--- src/rtl/regfile_write_arbiter.sv ---
// Arbitrates the single register-file write port between pipeline writeback and
// buffered multi-cycle results, and tracks registers that have results still outstanding.
module regfile_write_arbiter #(
  parameter int XLEN         = 32,
  parameter int FIFO_DEPTH   = 2,
  parameter int STARVE_LIMIT = 4
) (
  input  logic            clk,
  input  logic            rst_n,
  input  logic            wb_wr_enable,
  input  logic [4:0]      wb_rd,
  input  logic [XLEN-1:0] wb_write_data,
  output logic            pipe_stall,
  input  logic            mc_issue_valid,
  input  logic [4:0]      mc_issue_rd,
  input  logic            mc_result_valid,
  input  logic [4:0]      mc_result_rd,
  input  logic [XLEN-1:0] mc_result_data,
  output logic            mc_result_ready,
  output logic            rf_wr_enable,
  output logic [4:0]      rf_rd,
  output logic [XLEN-1:0] rf_write_data,
  output logic [31:0]     busy_mask
);

  localparam int PW = (FIFO_DEPTH > 1) ? $clog2(FIFO_DEPTH) : 1;
  localparam int CW = $clog2(FIFO_DEPTH + 1);
  localparam int SW = $clog2(STARVE_LIMIT + 1);

  logic [4:0]      r_fifoRd   [FIFO_DEPTH];
  logic [XLEN-1:0] r_fifoData [FIFO_DEPTH];
  logic [PW-1:0]   r_wrPtr;
  logic [PW-1:0]   r_rdPtr;
  logic [CW-1:0]   r_count;
  logic [SW-1:0]   r_starveCnt;

  logic            w_fifoReq;
  logic            w_full;
  logic            w_force;
  logic            w_grantPipe;
  logic            w_grantFifo;
  logic            w_push;
  logic            w_pop;
  logic [4:0]      w_headRd;
  logic [XLEN-1:0] w_headData;
  logic [31:0]     w_setMask;
  logic [31:0]     w_clearMask;

  assign w_fifoReq  = (r_count != '0);
  assign w_full     = (r_count == CW'(FIFO_DEPTH));
  assign w_force    = w_fifoReq && (r_starveCnt == SW'(STARVE_LIMIT));
  assign w_headRd   = r_fifoRd[r_rdPtr];
  assign w_headData = r_fifoData[r_rdPtr];

  // Pipeline wins unless the buffered head has been passed over too long.
  always_comb begin
    w_grantPipe = 1'b0;
    w_grantFifo = 1'b0;
    if (wb_wr_enable && !w_force) begin
      w_grantPipe = 1'b1;
    end else if (w_fifoReq) begin
      w_grantFifo = 1'b1;
    end
  end

  assign w_push          = mc_result_valid && !w_full;
  assign w_pop           = w_grantFifo;
  assign mc_result_ready = !w_full;
  assign pipe_stall      = wb_wr_enable && w_grantFifo;

  always_comb begin
    w_setMask   = '0;
    w_clearMask = '0;
    if (mc_issue_valid && (mc_issue_rd != 5'd0)) begin
      w_setMask = 32'd1 << mc_issue_rd;
    end
    if (w_pop) begin
      w_clearMask = 32'd1 << w_headRd;
    end
  end

  always_ff @(posedge clk) begin
    if (w_push) begin
      r_fifoRd[r_wrPtr]   <= mc_result_rd;
      r_fifoData[r_wrPtr] <= mc_result_data;
    end
  end

  always_ff @(posedge clk or negedge rst_n) begin
    if (!rst_n) begin
      r_wrPtr <= '0;
      r_rdPtr <= '0;
      r_count <= '0;
    end else begin
      if (w_push) begin
        r_wrPtr <= r_wrPtr + 1'b1;
      end
      if (w_pop) begin
        r_rdPtr <= r_rdPtr + 1'b1;
      end
      case ({w_push, w_pop})
        2'b10:   r_count <= r_count + 1'b1;
        2'b01:   r_count <= r_count - 1'b1;
        default: r_count <= r_count;
      endcase
    end
  end

  // A non-empty FIFO that is not popped was necessarily passed over this cycle.
  always_ff @(posedge clk or negedge rst_n) begin
    if (!rst_n) begin
      r_starveCnt <= '0;
    end else if (w_pop || !w_fifoReq) begin
      r_starveCnt <= '0;
    end else if (r_starveCnt != SW'(STARVE_LIMIT)) begin
      r_starveCnt <= r_starveCnt + 1'b1;
    end
  end

  always_ff @(posedge clk or negedge rst_n) begin
    if (!rst_n) begin
      rf_wr_enable  <= 1'b0;
      rf_rd         <= '0;
      rf_write_data <= '0;
    end else if (w_grantPipe) begin
      rf_wr_enable  <= (wb_rd != 5'd0);
      rf_rd         <= wb_rd;
      rf_write_data <= wb_write_data;
    end else if (w_grantFifo) begin
      rf_wr_enable  <= (w_headRd != 5'd0);
      rf_rd         <= w_headRd;
      rf_write_data <= w_headData;
    end else begin
      rf_wr_enable  <= 1'b0;
    end
  end

  // A new issue to the same register outranks the retiring result.
  always_ff @(posedge clk or negedge rst_n) begin
    if (!rst_n) begin
      busy_mask <= '0;
    end else begin
      busy_mask <= (busy_mask & ~w_clearMask) | w_setMask;
    end
  end

endmodule

--- config.mk ---
export PLATFORM = sky130hd
export DESIGN_NAME = regfile_write_arbiter
export DESIGN_NICKNAME = d
export VERILOG_FILES = /design/src/rtl/regfile_write_arbiter.sv
export SDC_FILE = /design/constraint.sdc
export NUM_CORES = 1
export LEC_CHECK = 0
export CAP_MARGIN = 10
export CORE_UTILIZATION = 44
export DETAILED_ROUTE_END_ITERATION = 10
export GPL_TIMING_DRIVEN = 0
export HOLD_SLACK_MARGIN = 0.08
export PLACE_DENSITY = 0.78
export SYNTH_ARGS = -nofsm -noshare
export SYNTH_HDL_FRONTEND = slang
export SYNTH_SLANG_ARGS = --single-unit
--- constraint.sdc ---
create_clock -name clk -period 2.57 [get_ports clk]
set_clock_uncertainty 0.15 [all_clocks]
set_input_delay 0.771 -clock clk [delete_from_list [all_inputs] [get_ports clk]]
set_output_delay 0.771 -clock clk [all_outputs]
set_load 0.005 [all_outputs]
# After elaboration in Yosys (flattened, before gate mapping)
# Memory sizes are Yosys's and may differ from the RTL's.
# Index checks and enable logic that the tools add are counted.
# totals
regBits,77
ram_bits,74
input_bits,84
out_inout_bits,72
word_cells,57
n_memories,2
# op_classes
n_addsub,5
n_eq_ne,5
shift,2
muxes,16
bitwise,3
n_reduce_logical,16
# mem_list
name,depth,word_bits,read_ports,rd_ports_with_merged_regs,wr,line_no,source
r_fifoData,2,32,1,0,1,31,logic [XLEN-1:0] r_fifoData [FIFO_DEPTH];
r_fifoRd,2,5,1,0,1,30,logic [4:0] r_fifoRd [FIFO_DEPTH];
# ops
op,count
32-bit two-way mux,4
1-bit by 5-bit << shifter with 32-bit output (first input constant),2
32-bit bitwise AND,1
32-bit inverter,1
32-bit OR,1
5-bit nonzero test,3
5-bit two-way mux,2
2-bit nonzero test,4
1-bit two-way mux,7
3-bit two-way mux,2
1-bit logical AND,5
2-bit equality test (second input constant),2
2-bit case mux with 2 select lines,1
3-bit by 1-bit adder with 3-bit output (second input constant),1
3-bit equality test (second input constant),1
1-bit zero test,3
3-bit inequality test (second input constant),1
1-bit adder (second input constant),2
2-bit by 1-bit adder with 2-bit output (second input constant),1
2-bit by 1-bit equality test with 1-bit output (second input constant),1
2-bit by 1-bit subtractor with 2-bit output (second input constant),1
1-bit logical OR,1

# Longest topological paths before layout
# Gate-level depths: netlist (run 1).
# logic_depth
depth_word,9
ltp_mapped,11
depth_no_buf,9

# Worst setup path before layout (run 1)
# No wires, ideal clock.
# synth_timing
path_type,input to register
start,input port mc_result_valid
end,memory r_fifoData[0][0] (enable)
setup_time_ps,431
arrival_time_ps,2426
required_time_ps,1989
slack_ps,-437
stages,2
path_buffers,0
cell_sequence,nand2_1 -> nor2_1
# synth_via
elab_chain_len,3
# synth_lines
item,line_no,source
from (decl),16,"input logic mc_result_valid,"
1-bit logical AND,66,assign w_push = mc_result_valid && !w_full;
1-bit two-way mux,83,if (w_push) begin
1-bit two-way mux (not written as such),85,r_fifoData[r_wrPtr] <= mc_result_data;
to (decl),31,
# No other way between the ends.

# Worst setup path in the final report (run 1)
# layout_timing
start,register r_starveCnt[0]
end,output port pipe_stall
# layout_via
elab_chain_len,6
# layout_lines
item,line_no,source
from (decl),35,logic [SW-1:0] r_starveCnt;
from (signal assigned),116,r_starveCnt <= r_starveCnt + 1'b1;
3-bit equality test,51,assign w_force = w_fifoReq && (r_starveCnt == SW'(STARVE_LIMIT));
1-bit logical AND,51,
1-bit zero test,59,if (wb_wr_enable && !w_force) begin
1-bit logical AND,59,
1-bit two-way mux,59,
1-bit logical AND,69,assign pipe_stall = wb_wr_enable && w_grantFifo;
to (decl),13,"output logic pipe_stall,"
# No other way between the ends.

==> results of run 1 <==
synth_stat cells (all sizes together) (2+ instances only):
| library cell | number |
|---|---|
| nor4b | 4 |
| a22oi | 35 |
| o21ai | 59 |
| a21oi | 2 |
| o211ai | 7 |
| xnor2 | 5 |
| nor3 | 3 |
| mux2i | 36 |
| nand2b | 5 |
| and3b | 2 |
| nor4bb | 5 |
| clkbuf | 6 |
| a32oi | 2 |
| buf | 18 |
| o31ai | 8 |
| and2 | 2 |
| and3 | 3 |
| inv | 5 |
| nor2b | 3 |
| dfrtp | 77 |
| a221o | 2 |
| ha | 3 |
| edfxtp | 74 |
| and4b | 2 |
| nor2 | 18 |
| nand2 | 68 |
flip-flops by register name, summed over array words and instances (netlist names):
name and flops:
r_count 2, rf_wr_enable 1, rf_rd 5, r_wrPtr 1
r_starveCnt 3, r_rdPtr 1, busy_mask 32, r_fifoData 64
r_fifoRd 10, rf_write_data 32
repair_timing:
action	CTS	global route
buffers inserted	1	0
setup endpoints to repair	2	0
gates resized for setup	3	0
hold endpoints to repair	0	0
metrics by stage:
stage	utilization	hold WS [ns]
after floorplan	-	0.279
after global placement	0.590	0.292
after detailed placement	0.595	0.320
after CTS	0.634	0.187
after global routing	0.634	0.210
final	0.634	0.187
power groups by stage:
stage,registers [W],logic [W],clock network (W)
after global placement,0.00384,0.00293,0
after floorplan,0.00380,0.00140,0
after CTS,0.00383,0.00311,0.00226
after detailed placement,0.00386,0.00308,0
after global routing,0.00392,0.00337,0.00237
final,0.00384,0.00307,0.00223
critical path, delay by kind of cell, from the launching register on:
kind	cells	cell delay, ns
compound gates	1	0.16
simple gates	1	0.12
flops	1	0.38
buf+inv	2	0.30
fa+ha+maj	1	0.19
path summary, 6_finish.rpt:
kind	to	slack, ns	depth (start not counted)
worst max-delay path	pipe_stall	0.07	5
worst min-delay path	busy_mask[26]$_DFF_PN0_	0.19	1
worst max register to register	r_count[1]$_DFFE_PN0P_	0.39	10
worst min register to register	busy_mask[0]$_DFF_PN0_	0.35	1
max in group asynchronous	rf_write_data[15]$_DFFE_PN0P_	1.48	2
min in group clk	busy_mask[0]$_DFF_PN0_	0.35	1
logic make-up after synthesis:
logic type	share of synthesized area
flip-flops	0.673
AO/OA/AOI/OAI	0.128
AND/OR/NAND/NOR	0.0964
multiplexers	0.0603
buffers and inverters	0.0272
XOR/XNOR	0.00853
adder cells (fa/ha/maj)	0.00609
per-layer routing:
metal	GRT usage	share of wire	wire, um
met5	0	0	0
met4	0.0934	0.020	311
met2	0.381	0.50	7750
met1	0.279	0.40	6240
met3	0.0698	0.083	1300
final cells by class:
cell class | count | area [sq um]
Clock buffer | 21 | 440
Timing Repair Buffer | 159 | 1610
Fill cell | 1057 | 4920
Tap cell | 176 | 220
Buffer | 24 | 149
Sequential cell | 151 | 4150
Multi-Input combinational cell | 285 | 1860
Clock inverter | 9 | 81.3
Inverter | 5 | 18.8
==> summary.txt, run 1 <==
Synthesis
  • Share of the synthesized area in the top cell type: 0.361
  • Share of flip-flops with an asynchronous set or reset: 0.510
  • Synth Warn #: 0
  • Post-Syn Instances: 465
  • Mapped Area: 6160 sq um
  • Synth cell types: 45
  • Post-synthesis sequential area ratio: 0.673
  • Synth Register Bits: 151
  • Syn_nets: 552
  • Area leader, netlist: edfxtp_1
  • Synth Flop Type: dfrtp_1
  • Avg Cell Area, Syn: 13.3 sq um
  • Dominant cells by area after synthesis: edfxtp_1, dfrtp_1, mux2i_1, o21ai_0, a22oi_1
  • EDFF count, synth: 74

Layout
  • Final Instance Area: between 8000 and 9000 sq um
  • Share of cells above drive strength 1: 0.0810
  • Non-filler cells, final: 830
  • Leading cell type in the layout, fill and taps excluded: clkdlybuf4s50_1
  • Layout area overhead: 38.4%
  • N_diodes: 0
  • Commonest non-fill, non-tap cells in the layout: clkdlybuf4s50_1, dfrtp_1, edfxtp_1, nand2_1, o21ai_0
  • Final net count: 730

Critical path
  • Worst R2R Start: r_starveCnt[0]$_DFFE_PN0P_
  • Crit path cell chain: inv_1 > ha_2 > o211a_1 > and2_1 > dlygate4sd2_1
  • CP max FO: 2
  • Worst EP arrival: 1.58 ns
  • Crit. End Element: primary output
  • Worst Setup SP: r_starveCnt[0]$_DFFE_PN0P_
  • Critical Path Source Type: flip-flop
  • CP required: 1.65 ns
  • Crit path kind: flip-flop to primary output
  • Slowest CP cell: dfrtp_1
  • CP peak stage delay: 0.38 ns

GRT
  • Total grt overflow: 0
  • Initial antenna violation count: 0
  • Vias in the first global route: 4748
  • First-pass GRT wire length: 24900 um
  • GR Util All Layers: 0.229
  • Pin count of the biggest net entering global routing: 41

Timing
  • Final hold violation count: 0
  • Final worst-path cycle share: 0.972
  • Slew margin rel.: 0.379
  • RSZ-0062 raised after global routing: false
  • Final Max Slew Viols: 0
  • Tmin final: between 2 and 2.5 ns
  • FMAX: between 400 and 500 MHz
  • Final setup viols: 0
  • Worst-margin pin slew: 0.931 ns
  • TNS Setup: 0 ns
  • Setup ws final: 0.0717 ns

Power and ir drop
  • Pleak: 3.35 nW
  • Reg power frac: 0.420
  • Power Density: 1070 nW/um^2
  • Cell Int Power: between 0.006 and 0.007 W
  • Gate power share: 0.336
  • Clock power share: 0.244
  • Power, Total: 0.00914 W
  • Sw Pwr: 0.00281 W
  • Sw frac: 0.307
  • VDD IR-drop max: 0.000506 V

Floorplanning
  • Chip height: 120 um
  • Initial Utilization: 0.458
  • Die X: ~120 um
  • Num rows: 42
  • Ports: between 150 and 200
  • Area of the core: 13500 sq um
  • Die area: 14500 sq um

CTS
  • H-tree depth: 4
  • CTS root buf: clkbuf_16
  • Cts hold-fix bufs: 0
  • TritonCTS clock tree: yes
  • Max Root-Sink Buffers: 2
  • Worst-path clk slew: 0.06 ns
  • CTS sink cnt: 151
  • CTS buffer count: 17
  • Worst skew pair latency: 0.41 ns

Route
  • DR iter-0 viols: 224
  • Drt wl/cell: 18.8 um
  • Count of TritonRoute iterations in the first routing pass: 5
  • DR vias/cell: between 5 and 6
  • Final wirelength: between 15000 and 20000 um
  • Routed Antenna Nets: 0
  • DRC viols: 0
  • Vias: 4534

Placement
  • Placed cell area: around 8000 sq um
  • Setup WS pre-CTS: -0.512 ns
  • Post-detail-place hpwl: approximately 11000 um
  • Port buffer count: ~160
  • RePlAce Congestion: ~0.84
  • Placed Instances: 799

Run
  • Max-cap viol count: 0

Status
  • Status: complete, no violations

Hold path
  • Worst min path class: input port to asynchronous set/reset pin
(Power assumes the default switching activity.)
==> run 2, diff against run 1 <==
Settings changed: GPL_ROUTABILITY_DRIVEN from default to 0, REMOVE_ABC_BUFFERS from default to 1.
==> run 2 against run 1 <==
Critical path depth decreased by 3; first-iteration DRC count increased by 16%; total power increased by 2.3%; largest cell class unchanged; core utilization increased by 0.25 points; wire length decreased by 0.97%; flip-flop and latch count unchanged; cell count decreased by 1.9%; non-clock buffer count decreased by 18; clock power increased by 13%; cell area increased by 0.40%.
==> summary.txt, run 2 (same netlist as run 1, synthesis figures left out) <==
Status
  • Status: complete, no violations

Critical path
  • Worst Reg-to-Reg Cells: 6
  • Crit path kind: flip-flop to primary output
  • Worst Path Buf+Inv: 1
  • Worst R2R Start: r_count[0]$_DFFE_PN0P_
  • RR Endpoint: r_count[1]$_DFFE_PN0P_
  • Crit path cell chain: nand2b_1 > clkdlybuf4s50_1
  • Critical Path Source Type: flip-flop
  • CP required: 1.65 ns
  • Cell family with most CP delay: buffers and inverters
  • CP peak stage delay: 0.51 ns
  • Worst EP arrival: 1.55 ns
  • Reg2Reg Setup Slack: 0.25 ns
  • Slowest CP cell: clkdlybuf4s50_1
  • CP max FO: 5
  • Crit. End Element: primary output

GRT
  • GR Util All Layers: 0.228
  • Total grt overflow: 0
  • Initial antenna violation count: 0
  • First-pass GRT wire length: between 20000 and 25000 um
  • Pin count of the biggest net entering global routing: 58
  • Vias in the first global route: ~4.8k

Layout
  • Max reg flops: 64
  • Register area: 4150 sq um
  • N_diodes: 0
  • Non-filler cells, final: approximately 810
  • Commonest non-fill, non-tap cells in the layout: clkdlybuf4s50_1, dfrtp_1, edfxtp_1, nand2_1, o21ai_0
  • Leading cell type in the layout, fill and taps excluded: clkdlybuf4s50_1
  • Filler instances: 1053
  • Multi-input gate area: 1860 sq um
  • Layout area overhead: 39.0%
  • Biggest register: r_fifoData
  • Share of cells above drive strength 1: 0.0768
  • Final net count: 712
  • Largest regs: r_fifoData: 64 flops, busy_mask: 32 flops, rf_write_data: 32 flops

Timing
  • Final setup viols: 0
  • Final hold slack: 0.335 ns
  • Final worst-path cycle share: 0.961
  • Final hold violation count: 0
  • Slew margin rel.: 0.421
  • FMAX: between 400 and 500 MHz
  • Tmin final: 2.47 ns
  • Worst-margin pin slew: 0.869 ns
  • RSZ-0062 raised after global routing: false
  • Final Max Slew Viols: 0

Placement
  • Placed Instances: ~780
  • Port buffer count: 155
  • Post-detail-place hpwl: approximately 10000 um

CTS
  • CTS sink cnt: 151
  • CTS buffer count: 17
  • TritonCTS clock tree: yes
  • Worst-path clk slew: 0.06 ns
  • CTS root buf: clkbuf_16
  • H-tree depth: 4
  • Worst skew pair latency: 0.42 ns
  • Max Root-Sink Buffers: 2

Floorplanning
  • Area of the core: 13500 sq um
  • Die X: approximately 120 um
  • Initial Utilization: 0.458
  • Chip height: about 120 um
  • Ports: 156
  • Num rows: 42
  • Die area: 14500 sq um

Route
  • DRC viols: 0
  • DR iter-0 viols: 260
  • Vias: 4491
  • Count of TritonRoute iterations in the first routing pass: 6
  • Drt wl/cell: 19.0 um
  • DR vias/cell: around 5.5
  • Routed Antenna Nets: 0
  • Final wirelength: between 15000 and 20000 um

Run
  • Max-cap viol count: 0

Hold path
  • Hold Path Stages: 1
  • WHS Endpoint: busy_mask[0]$_DFF_PN0_
  • Hold path start: busy_mask[0]$_DFF_PN0_
  • Worst min path class: flip-flop to flip-flop

Power and ir drop
  • Power, Total: about 0.0094 W
  • Power Density: approximately 1100 nW/um^2
  • VDD IR-drop max: approximately 0.00060 V
  • Pleak: 3.36 nW
run 2: cell count changes in the layout (fill, tap and decap cells not counted), sizes merged:
| cell | change |
|---|---|
| buf | -13 |
| clkbuf | -8 |
| clkinv | +3 |
| bufinv | +2 |
| clkdlybuf4s15 | +1 |
| clkinvlp | -1 |
| dlygate4sd2 | -1 |
| dlygate4sd3 | +1 |
run 2: cell type report:
class                           instances  area share
Clock buffer                           19      0.0529
Clock inverter                         13      0.0180
Inverter                                5     0.00219
Multi-Input combinational cell        285       0.218
Sequential cell                       151       0.485
Tap cell                              176      0.0257
Timing Repair Buffer                  165       0.199
run 2: metal layers:
metal / up-vias / wire length (um) / GRT usage
li1: 2057 / - / -
met5: - / 0 / 0
met4: 0 / 389 / 0.103
met2: 212 / 7700 / 0.375
met1: 2186 / 6030 / 0.272
met3: 36 / 1340 / 0.0741
run 2: timing repair:
| action | 4_1_cts | 5_1_grt |
|---|---|---|
| hold endpoints to repair | 20 | 0 |
| resized for setup | 3 | 1 |
| setup endpoints to repair | 1 | 1 |
| hold buffers | 1 | 0 |
| buffers inserted | 4 | 0 |
| pin swaps | 1 | 1 |
run 2: report_power, final:
part	internal, W	switching, W
registers	0.00338	0.000546
clock network	0.00157	0.000948
logic	0.00159	0.00132
run 2: through the flow:
stage	setup WS (ns)	cell area (sq um)	TNS (ns)	util
2_1_floorplan	-0.437	6010	-25.75	-
3_3_place_gp	-2.12	7780	-373.08	0.579
3_5_place_dp	-0.423	7920	-4.06	0.588
4_1_cts	0.0858	8560	0	0.636
5_1_grt	0.0204	8560	0	0.637
6_report	0.0999	8560	0	0.637
run 2: how the worst max path moves through the flow:
| stage | start | end | depth (start not counted) |
|---|---|---|---|
| detailed placement | wb_wr_enable | pipe_stall | 3 |
| floorplan | mc_result_valid | r_fifoData[0][0]$_DFFE_PP_ | 2 |
| finish | r_count[0]$_DFFE_PN0P_ | mc_result_ready | 2 |
| CTS | r_starveCnt[1]$_DFFE_PN0P_ | pipe_stall | 5 |
| global route | r_count[0]$_DFFE_PN0P_ | mc_result_ready | 2 |
| global placement | rst_n | rf_write_data[24]$_DFFE_PN0P_ | 1 |
run 2: worst reg2reg max path, cell delays in order (launching register included):
cell     delay [ns]
dfrtp_1        0.43
or2_1          0.59
nand2_8        0.34
inv_1          0.14
ha_1           0.27
nor2_1         0.15
xor2_1         0.17
==> run 3, diff against run 2 <==
Settings changed: REMOVE_ABC_BUFFERS 1 to default.
==> results of run 3 <==
Final layout, timing and power as in run 1 (identical DEF).
